$ cat src/rtl/freq_meter.sv
// Measures the period and high time of an asynchronous square wave in CLK
// cycles, one measurement per START, aborting with TIMEOUT on a dead input.
module freq_meter #(
  parameter int          CntW       = 16,
  parameter int unsigned Timeout    = 50_000,
  parameter int          SyncStages = 2
) (
  input  logic            CLK,
  input  logic            RST,
  input  logic            SIG_In,
  input  logic            START,
  output logic            BUSY,
  output logic            VALID,
  output logic            TIMEOUT,
  output logic [CntW-1:0] PERIOD,
  output logic [CntW-1:0] HIGH
);

  // state   | meaning
  // S_IDLE  | waiting for START
  // S_ARM   | waiting for the first rise
  // S_HIGH  | signal high, counting period and high time
  // S_LOW   | signal low, counting period
  // S_DONE  | results presented, VALID pulse
  typedef enum logic [2:0] {S_IDLE, S_ARM, S_HIGH, S_LOW, S_DONE} state_t;

  localparam logic [CntW-1:0] TmoLast = CntW'(Timeout - 1);

  state_t                state_q, state_d;
  logic [SyncStages-1:0] sync_q;
  logic                  prev_q;
  logic [CntW-1:0]       tmo_q, tmo_d;
  logic [CntW-1:0]       per_q, per_d;
  logic [CntW-1:0]       hic_q, hic_d;
  logic [CntW-1:0]       hi_lat_q, hi_lat_d;
  logic [CntW-1:0]       period_q, period_d;
  logic [CntW-1:0]       high_q, high_d;
  logic                  tout_q, tout_d;

  logic sig_s, rise, fall, measuring;

  assign sig_s     = sync_q[SyncStages-1];
  assign rise      = sig_s & ~prev_q;
  assign fall      = ~sig_s & prev_q;
  assign measuring = (state_q == S_ARM) || (state_q == S_HIGH) || (state_q == S_LOW);

  always_ff @(posedge CLK or negedge RST) begin
    if (!RST) begin
      sync_q <= '0;
      prev_q <= 1'b0;
    end else begin
      sync_q <= {sync_q[SyncStages-2:0], SIG_In};
      prev_q <= sig_s;
    end
  end

  always_ff @(posedge CLK or negedge RST) begin
    if (!RST) begin
      state_q  <= S_IDLE;
      tmo_q    <= '0;
      per_q    <= '0;
      hic_q    <= '0;
      hi_lat_q <= '0;
      period_q <= '0;
      high_q   <= '0;
      tout_q   <= 1'b0;
    end else begin
      state_q  <= state_d;
      tmo_q    <= tmo_d;
      per_q    <= per_d;
      hic_q    <= hic_d;
      hi_lat_q <= hi_lat_d;
      period_q <= period_d;
      high_q   <= high_d;
      tout_q   <= tout_d;
    end
  end

  always_comb begin
    state_d  = state_q;
    tmo_d    = tmo_q;
    per_d    = per_q;
    hic_d    = hic_q;
    hi_lat_d = hi_lat_q;
    period_d = period_q;
    high_d   = high_q;
    tout_d   = 1'b0;

    case (state_q)
      S_IDLE: begin
        if (START) begin
          state_d = S_ARM;
          tmo_d   = '0;
        end
      end
      S_ARM: begin
        if (rise) begin
          state_d = S_HIGH;
          per_d   = CntW'(1);
          hic_d   = CntW'(1);
        end
      end
      S_HIGH: begin
        per_d = per_q + 1'b1;
        hic_d = hic_q + 1'b1;
        if (fall) begin
          hi_lat_d = hic_q;
          state_d  = S_LOW;
        end
      end
      S_LOW: begin
        per_d = per_q + 1'b1;
        if (rise) begin
          period_d = per_q;
          high_d   = hi_lat_q;
          state_d  = S_DONE;
        end
      end
      S_DONE:  state_d = S_IDLE;
      default: state_d = S_IDLE;
    endcase

    // An edge in the expiry cycle restarts the watchdog instead of aborting.
    if (measuring) begin
      if (rise || fall) begin
        tmo_d = '0;
      end else if (tmo_q == TmoLast) begin
        state_d = S_IDLE;
        tout_d  = 1'b1;
      end else begin
        tmo_d = tmo_q + 1'b1;
      end
    end
  end

  assign BUSY    = measuring;
  assign VALID   = (state_q == S_DONE);
  assign TIMEOUT = tout_q;
  assign PERIOD  = period_q;
  assign HIGH    = high_q;

endmodule
$ cat config.mk
export PLATFORM = sky130hd
export DESIGN_NAME = freq_meter
export DESIGN_NICKNAME = d
export VERILOG_FILES = /design/src/rtl/freq_meter.sv
export SDC_FILE = /design/constraint.sdc
export NUM_CORES = 1
export LEC_CHECK = 0
export ABC_AREA = 0
export CAP_MARGIN = 10
export CORE_ASPECT_RATIO = 2
export CORE_MARGIN = 2
export CORE_UTILIZATION = 45
export CTS_BUF_LIST = sky130_fd_sc_hd__clkbuf_2
export DETAILED_ROUTE_END_ITERATION = 6
export DONT_BUFFER_PORTS = 1
export PLACE_DENSITY = 0.65
export REMOVE_ABC_BUFFERS = 1
export SKIP_LAST_GASP = 1
export SLEW_MARGIN = 30
export SYNTH_ARGS = -nofsm -noshare
export SYNTH_HDL_FRONTEND = slang
export SYNTH_SLANG_ARGS = --single-unit
export TNS_END_PERCENT = 100
$ cat constraint.sdc
create_clock -name CLK -period 3 [get_ports CLK]
set_clock_uncertainty 0.1 [all_clocks]
set_input_delay 0.9 -clock CLK [delete_from_list [all_inputs] [get_ports CLK]]
set_output_delay 0.9 -clock CLK [all_outputs]
set_load 0.005 [all_outputs]
==> results.md, run 1 <==
* Status: finished, violations left
* Failing checks: hold timing
* Setup CP Type: flop to output port
* Ys Warns at 0
* CTS tree: done
* Clk slew on worst S/H paths at 0.28 ns
* Setup TNS at 0 ns
* Clock latency at the later pin of the worst-skew pair at 0.59 ns
* Maximum VDD drop at 0.000361 V
* Cell with the most instances after synthesis: dfrtp_1
* Num Clock Sinks at 103
* Root Buffer: clkbuf_2
* Synthesized instance count at 428
* CP startpoint: state_q[2]
* First-pass GRT wire length at 16.4 mm
* Hold WC Path Type: input port to async pin
* Nets at 429
* Die Y at ~150 um
* DIE AREA at 0.0115 mm2
* Library cells used by synthesis at just under 50
* Routability-driven placement congestion ratio at 0.863
* Flops & latches, synth at 103
* R2r startpoint: state_q[1]
* Initial Util at 0.460
* Multi-input combinational cell area at 0.00205 mm2
* Die X at 76.9 um
* WL per Instance at approximately 17 um
* Setup crit end kind: output port
* Cell area after synthesis at 0.00478 mm2
* DRT iter0 DRCs at 214
* Overall power at roughly 3.3 mW
* LEAKAGE at 2.30 nW
* Dominant cell type by area after synthesis: dfrtp_1
* Synth Area in XOR/XNOR at 0.00183
* Worst Tran Pin Value at 0.811 ns
* Hold WS at -0.161 ns
* Post-CTS setup buffer count at 0
* Fraction of the mapped netlist area in simple logic gates at 0.167
* Async SR Flop Fraction at 1.00
* CTS Buffer Depth at 2
* Startpoint Class: flop
* FILL cells at 952
* Worst EP arrival at 1.72 ns
* I/O pin cnt at 39
* Floorplan core area at around 0.010 mm2
* Register area at 0.00258 mm2
* Post-DR vias/cell at 5.89
* Compound-cell area share of the yosys netlist at 0.116
* Largest family of logic cells by synthesized area: simple AND/OR/NAND/NOR gates
* Worst Path Required at 2.00 ns
* Period utilization at 0.906
* Largest net degree at the start of global routing at 104
* Post-Syn Area per Cell at between 10 and 15 um2
* Final hold vios at 103
* Power Dens Cells at around 650 mW/mm2
* FP Rows at 53
* Drc violations at 0
* Post-layout util at 0.483
* Commonest cells post-synth: 103 x dfrtp_1, 47 x mux2_2, 41 x nand2_1
* Initial DRT Pass Iterations at 4
* Post-Synth Adder-Cell Area at 0.0131
* GR Util All Layers at 0.178
* Hpwl dp at 6.61 mm
* Fraction of layout cells with a size suffix above 1 at 0.172
* Area share of the largest cell type after synthesis at 0.539
* IO Port Bufs at 0
* Initial antenna violation count at 1
* Gr ovfl total at 0
* Final ANT Viol Nets at 0
* Final Critical Period at 2.72 ns
* Number of global-route vias before repair at 3415
* Synth top area cells: dfrtp_1 54%, mux2_2 11%, nand2_1 3.2%, o21ai_0 2.8%, nand3_1 2.0%
* Max-slew violation count at 0
* Total of max-cap violations at 0
* Max Clk Rate at approximately 370 MHz
* Seq/Total Area, Yosys at 0.539
* DR vias at 3318
* H-tree depth at 3
* Most used flip-flop cell after synthesis: dfrtp_1
* Final wirelength at ~9.6 mm
* EDFF count, synth at 0
* Critical Path Fanout Max at 11
* Total CTS buffers at 9
* Slew HR at 0.459
* Area growth, synth to finish at 5.13%
* RSZ-0062 raised after global routing: false
* Final setup vio count at 0
* Mux cell area share after synthesis at 0.129
[per-stage QoR]
stage	area (um2)	setup slack [ns]	std cells
CTS	5020	0.0425	562
finish	5030	0.282	563
floorplan	4660	0.666	405
detailed placement	4860	0.496	546
global placement	4860	0.570	546
global route	5030	0.107	563
[kinds of logic (layout without fill, tap and decap cells)]
group | Yosys count | in the layout
AOI/OAI and AO/OA | 90 | 90
xor gates and xnor gates | 1 | 1
adders and majority gates | 5 | 5
buffers and inverters | 33 | 30
DFF | 103 | 103
muxes | 56 | 56
other | 0 | 1
and+or+nand+nor | 140 | 140
[final timing paths]
path | slack [ns] | cells after the start | to
max in group asynchronous | 2.75 | 0 | tmo_q[4]
hold reg to reg | 0.29 | 0 | sync_q[1]
min in group CLK | 0.20 | 0 | sync_q[0]
setup reg to reg | 0.71 | 4 | hi_lat_q[2]
setup / recovery | 0.28 | 3 | BUSY
hold / removal | -0.16 | 0 | PERIOD[4]
[power breakdown]
| group | leakage (nW) | switching (mW) | internal (mW) |
|---|---|---|---|
| registers | 1.40 | 0.192 | 1.54 |
| logic | 0.805 | 0.416 | 0.291 |
| clock network | 0.0906 | 0.469 | 0.362 |
| total | 2.30 | 1.08 | 2.19 |
[state kept, by name (all words and copies together), names as in the netlist]
register  flops
prev_q        1
PERIOD       16
per_q        16
hic_q        16
state_q       3
TIMEOUT       1
tmo_q        16
hi_lat_q     16
HIGH         16
sync_q        2
[metal layers]
metal  GRT usage  vias up  wire length [um]
li1            -     1572                 -
met1       0.202     1664              3770
met2       0.317       64              5260
met3      0.0410       18               335
met4      0.0818        0               232
met5           0        -                 0
[layout make-up]
cell class                      count  area share
Multi-Input combinational cell    292       0.407
Antenna cell                        1    0.000498
Tap cell                          137      0.0341
Clock buffer                        9     0.00896
Sequential cell                   103       0.512
Clock inverter                      7      0.0236
Timing Repair Buffer                4     0.00597
Inverter                           10     0.00746
[cells in the final DEF, fill, tap and decap left out, types with 2 or more instances in the layout]
master       n
a21o_1       3
a21oi_1     17
a31oi_1     14
a41oi_1      3
and2_0       2
and2_1       8
and3_1       9
and4_1      10
buf_4        4
bufinv_16    3
clkbuf_2     9
dfrtp_1    103
ha_1         5
inv_1       10
inv_6        2
mux2_2      47
mux2i_1      9
nand2_1     41
nand2b_1     2
nand3_1     19
nand4_1     11
nor2_1      11
nor3_1       3
nor4_1       3
nor4bb_1     2
o211ai_1     6
o21ai_0     26
o21ai_1      2
o22ai_1      2
o31ai_1      9
o41ai_1      2
or3_1        4
or4_1        6
[worst max-delay path, cell delays in order (launching register included)]
cell	delay, ns
dfrtp_1	0.58
inv_1	0.19
o21ai_2	0.20
inv_1	0.16
[timing repair]
action / in CTS / in global routing
gates resized for setup: 1 / 1
pin swaps: 0 / 0
hold endpoints to repair: 103 / 103
setup endpoints to repair: 1 / 1
No activity file was read; power rests on OpenSTA's default activity.
==> run 2: changes to the inputs <==
--- a/config.mk
+++ b/config.mk
@@ -8,9 +8,7 @@
 export ABC_AREA = 0
 export CAP_MARGIN = 10
 export CORE_ASPECT_RATIO = 2
-export CORE_MARGIN = 2
 export CORE_UTILIZATION = 45
-export CTS_BUF_LIST = sky130_fd_sc_hd__clkbuf_2
 export DETAILED_ROUTE_END_ITERATION = 6
 export DONT_BUFFER_PORTS = 1
 export PLACE_DENSITY = 0.65
==> results.md, run 2 (synthesized netlist as in run 1, its figures left out) <==
* Hold WS at 0.154 ns
* Hpwl dp at 6.55 mm
* Routability-driven placement congestion ratio at 0.840
* Post-Place Setup Slack at around 0.39 ns
* Number of global-route vias before repair at roughly 3300
* R2R Path End: tmo_q[12]
* # diodes at 0
* Maximum VDD drop at approximately 0.00038 V
* DIE AREA at 0.0111 mm2
* Post-DR vias/cell at 5.94
* Gr ovfl total at 0
* Met1 layer usage reported by global route at 0.229
* Final ANT Viol Nets at 0
* I/O pin cnt at 39
* Num Clock Sinks at approximately 100
* Fraction of layout cells with a size suffix above 1 at 0.166
* First-pass GRT wire length at around 16 mm
* WL per Instance at 17.0 um
* Drc violations at 0
* Clock latency at the later pin of the worst-skew pair at 0.34 ns
* Final wirelength at 9.54 mm
* LEAKAGE at approximately 2.3 nW
* GR Util met3 at 0.0375
* Setup WS post-layout at 0.298 ns
* Initial antenna violation count at 0
* Period utilization at 0.901
* Largest net degree at the start of global routing at 104
* RSZ-0062 raised after global routing: false
* Nets at ~430
* R2r startpoint: sync_q[1]
* Initial Util at 0.468
* Setup TNS at 0 ns
* Area growth, synth to finish at 7.48%
* Setup CP Type: flop to output port
* IO Port Bufs at 0
* DR vias at 3336
* H-tree depth at 3
* Die Y at 148 um
* Status: complete, no violations
* Max-slew violation count at 0
* Worst Tran Pin Value at about 0.75 ns
* CTS tree: done
* Max Clk Rate at 370 MHz
* Startpoint Class: flop
* Final setup vio count at 0
* Final hold vios at 0
* Total CTS buffers at 9
* Root Buffer: clkbuf_16
* Critical Path Fanout Max at 13
* Slowest-stage cell, CP: o21ai_1
* Grt peak-use layer: met2
* GR Util All Layers at 0.191
* Power Dens Cells at 686 mW/mm2
* FP Rows at 52
* CP Buf/Inv Count at 1
* Setup crit end kind: output port
* M2 GR Usage at 0.321
* Floorplan core area at 0.0102 mm2
* Worst Path Required at 2.00 ns
* CTS Buffer Depth at 2
* Slew HR at 0.497
* CP top delay family: compound AO/OA/AOI/OAI gates
* Final Critical Period at 2.70 ns
* Setup slack, reg-to-reg at 0.81 ns
* Die X at 74.9 um
* Initial DRT Pass Iterations at 4
* Hold WC Path Type: input port to async pin
* DRT iter0 DRCs at about 210
* Commonest non-fill, non-tap cell in the layout: dfrtp_1
* Critical path's largest stage delay at roughly 0.60 ns
* Most frequent cells in the layout: 103 x dfrtp_1, 47 x mux2_2, 41 x nand2_1
* Worst EP arrival at 1.70 ns
* Total of max-cap violations at 0
* Clk slew on worst S/H paths at 0.07 ns
* Worst-path cell chain: o21ai_1 -> inv_1
* Register-to-Register Path Depth at 6
-- run 2: cell types whose count changed in the layout (fill, tap and decap cells not counted), moves of 2 or more --
| cell | change |
|---|---|
| inv_6 | -2 |
| clkbuf_16 | +9 |
| clkbuf_1 | +4 |
| buf_4 | +2 |
| bufinv_16 | -3 |
| clkbuf_2 | -9 |
-- run 2: what timing repair did --
item | in CTS | in global routing
resized for setup | 1 | 0
endpoints found under the setup margin | 1 | 0
buffers inserted | 0 | 0
hold buffers | 0 | 0
-- run 2: routing by layer --
| layer | share of wire | up-vias |
|---|---|---|
| met2 | 0.56 | 66 |
| met5 | 0 | - |
| met3 | 0.028 | 13 |
| met1 | 0.40 | 1685 |
| met4 | 0.020 | 0 |
| li1 | - | 1572 |
-- run 2: power by group --
group / switching (mW) / internal [mW]
clock: 0.482 / 0.589
combinational: 0.434 / 0.295
sequential: 0.185 / 1.54
-- run 2: worst max-delay path by stage --
stage / end / cells past startpoint / slack [ns] / startpoint
after floorplan: HIGH[0] / 3 / 0.67 / state_q[1]
after global placement: BUSY / 2 / 0.46 / state_q[1]
after detailed placement: BUSY / 2 / 0.39 / state_q[1]
after CTS: BUSY / 2 / 0.30 / state_q[1]
after global routing: BUSY / 2 / 0.15 / state_q[1]
final: BUSY / 2 / 0.30 / state_q[1]
-- run 2: metrics by stage --
step           instances  cell area [um2]  utilization  power, mW
5_1_grt              562             5140        0.503       3.75
4_1_cts              562             5140        0.503       3.57
2_1_floorplan        405             4660            -       2.24
6_report             562             5140        0.503       3.53
3_5_place_dp         546             4870        0.477       2.48
3_3_place_gp         546             4870        0.477       2.45
-- run 2: cell type report --
class	count	area, um2
Fill cell	929	5070
Sequential cell	103	2580
Multi-Input combinational cell	292	2040
Clock buffer	14	254
Tap cell	135	169
Timing Repair Buffer	6	45.0
Inverter	10	37.5
Clock inverter	2	16.3
-- run 2: worst reg2reg max path, delay by kind of cell (launching register included) --
kind            cells  cell delay (ns)
fa+ha+maj           1             0.32
buf+inv             1             0.05
flops               1             0.37
compound gates      2             0.45
simple gates        2             0.81
==> run 3: changes to the inputs <==
--- a/config.mk
+++ b/config.mk
@@ -11,8 +11,9 @@
 export CORE_UTILIZATION = 45
 export DETAILED_ROUTE_END_ITERATION = 6
 export DONT_BUFFER_PORTS = 1
-export PLACE_DENSITY = 0.65
+export PLACE_DENSITY_LB_ADDON = 0.05
 export REMOVE_ABC_BUFFERS = 1
+export SKIP_CTS_REPAIR_TIMING = 1
 export SKIP_LAST_GASP = 1
 export SLEW_MARGIN = 30
 export SYNTH_ARGS = -nofsm -noshare
==> results.md, run 3 (synthesized netlist as in run 1, its figures left out) <==
* Initial antenna violation count at 0
* Critical Path Fanout Max at 11
* Final hold vios at 0
* FILL cells at ~970
* R2r startpoint: sync_q[1]
* CP startpoint: state_q[2]
* DIE AREA at 0.0111 mm2
* End of the critical path: BUSY
* Period utilization at 0.880
* H-tree depth at 3
* Most frequent cells in the layout: 103 x dfrtp_1, 47 x mux2_2, 41 x nand2_1
* Total CTS buffers at 9
* CP most frequent cell: inv_1
* Root Buffer: clkbuf_16
* Register-to-Register Path Depth at 6
* Die Y at about 150 um
* Area growth, synth to finish at 8.19%
* Placed cell area at 0.00489 mm2
* Setup slack, reg-to-reg at 0.86 ns
* CP Buf/Inv Count at 2
* I/O pin cnt at 39
* Finished Layout Cells at 563
* Maximum VDD drop at 0.000449 V
* Setup CP Type: flop to output port
* Floorplan core area at between 0.01 and 0.015 mm2
* Die X at 74.9 um
* Drc violations at 0
* IO Port Bufs at 0
* Status: complete, no violations
* Largest net degree at the start of global routing at 104
* Clock latency at the later pin of the worst-skew pair at 0.35 ns
* Final Critical Period at ~2.6 ns
* Num Clock Sinks at between 100 and 150
* Routability-driven placement congestion ratio at ~0.85
* CP top delay family: flip-flops
* FP Rows at 52
* Hold WC Path Type: input port to async pin
* Nets at about 430
* DR vias at 3307
* Setup WS post-layout at 0.359 ns
* Setup crit end kind: output port
* Total of max-cap violations at 0
* Design area at 0.00518 mm2
* Post-DR vias/cell at 5.87
* Final setup vio count at 0
* First-pass GRT wire length at 16.2 mm
* Fraction of layout cells with a size suffix above 1 at 0.175
* Worst Tran Pin Value at 0.739 ns
* GR Util All Layers at 0.195
* Gr ovfl total at 0
* Setup TNS at 0 ns
* Max-slew violation count at 0
* # diodes at 0
* RSZ-0062 raised after global routing: false
* Startpoint Class: flop
* Worst-path cell chain: inv_1 -> o21ai_1 -> inv_1
* Critical path's largest stage delay at 0.51 ns
* Clk slew on worst S/H paths at ~0.07 ns
* Worst EP arrival at between 1.5 and 2 ns
* Worst Path Required at 2.00 ns
* Number of global-route vias before repair at about 3300
* Slew HR at 0.505
* Initial DRT Pass Iterations at 4
* Max Clk Rate at about 380 MHz
* R2R Path End: tmo_q[14]
* CTS tree: done
* Hpwl dp at 6.72 mm
* Final wirelength at roughly 9.7 mm
* DRT iter0 DRCs at 210
* Final ANT Viol Nets at 0
* Initial Util at 0.468
* Power Dens Cells at 692 mW/mm2
* Commonest non-fill, non-tap cell in the layout: dfrtp_1
* LEAKAGE at 2.37 nW
* Overall power at approximately 3.6 mW
* WL per Instance at ~17 um
* CTS Buffer Depth at 2
* Placed cells at 547
* WP depth at 3
* Post-Place Setup Slack at between 0.6 and 0.7 ns
* Slowest-stage cell, CP: dfrtp_1
run 3: final cells by class:
| type | count | area (um2) | area share |
|---|---|---|---|
| inverters | 10 | 37.5 | 0.00725 |
| well taps | 135 | 169 | 0.0326 |
| clock buffers | 11 | 243 | 0.0469 |
| clock inverters | 5 | 41.3 | 0.00798 |
| multi-input cells | 292 | 2040 | 0.395 |
| repair buffers | 7 | 65.1 | 0.0126 |
| flip-flops and latches | 103 | 2580 | 0.498 |
run 3: worst min-delay path by stage:
stage | start | to | slack (ns) | cells past startpoint
3_5_place_dp | sync_q[0] | sync_q[1] | 0.24 | 0
5_1_grt | RST | HIGH[5] | 0.12 | 0
4_1_cts | RST | HIGH[5] | 0.13 | 0
6_report | RST | HIGH[5] | 0.14 | 0
2_1_floorplan | sync_q[0] | sync_q[1] | 0.23 | 0
3_3_place_gp | sync_q[0] | sync_q[1] | 0.24 | 0
run 3: report_power, final:
| part | internal, mW | switching (mW) |
|---|---|---|
| clock network | 0.595 | 0.527 |
| registers | 1.54 | 0.143 |
| logic | 0.314 | 0.463 |
run 3: metal layers:
| metal | track usage | up-vias | part of all wire |
|---|---|---|---|
| met5 | 0 | - | 0 |
| met4 | 0.0887 | 0 | 0.027 |
| met3 | 0.0470 | 19 | 0.031 |
| met2 | 0.332 | 63 | 0.55 |
| met1 | 0.223 | 1645 | 0.40 |
| li1 | - | 1580 | - |
run 3: stage by stage:
step / utilization / hold slack (ns)
floorplan: - / 0.231
global placement: 0.479 / 0.241
detailed placement: 0.479 / 0.236
CTS: 0.507 / 0.129
global route: 0.507 / 0.116
finish: 0.507 / 0.138
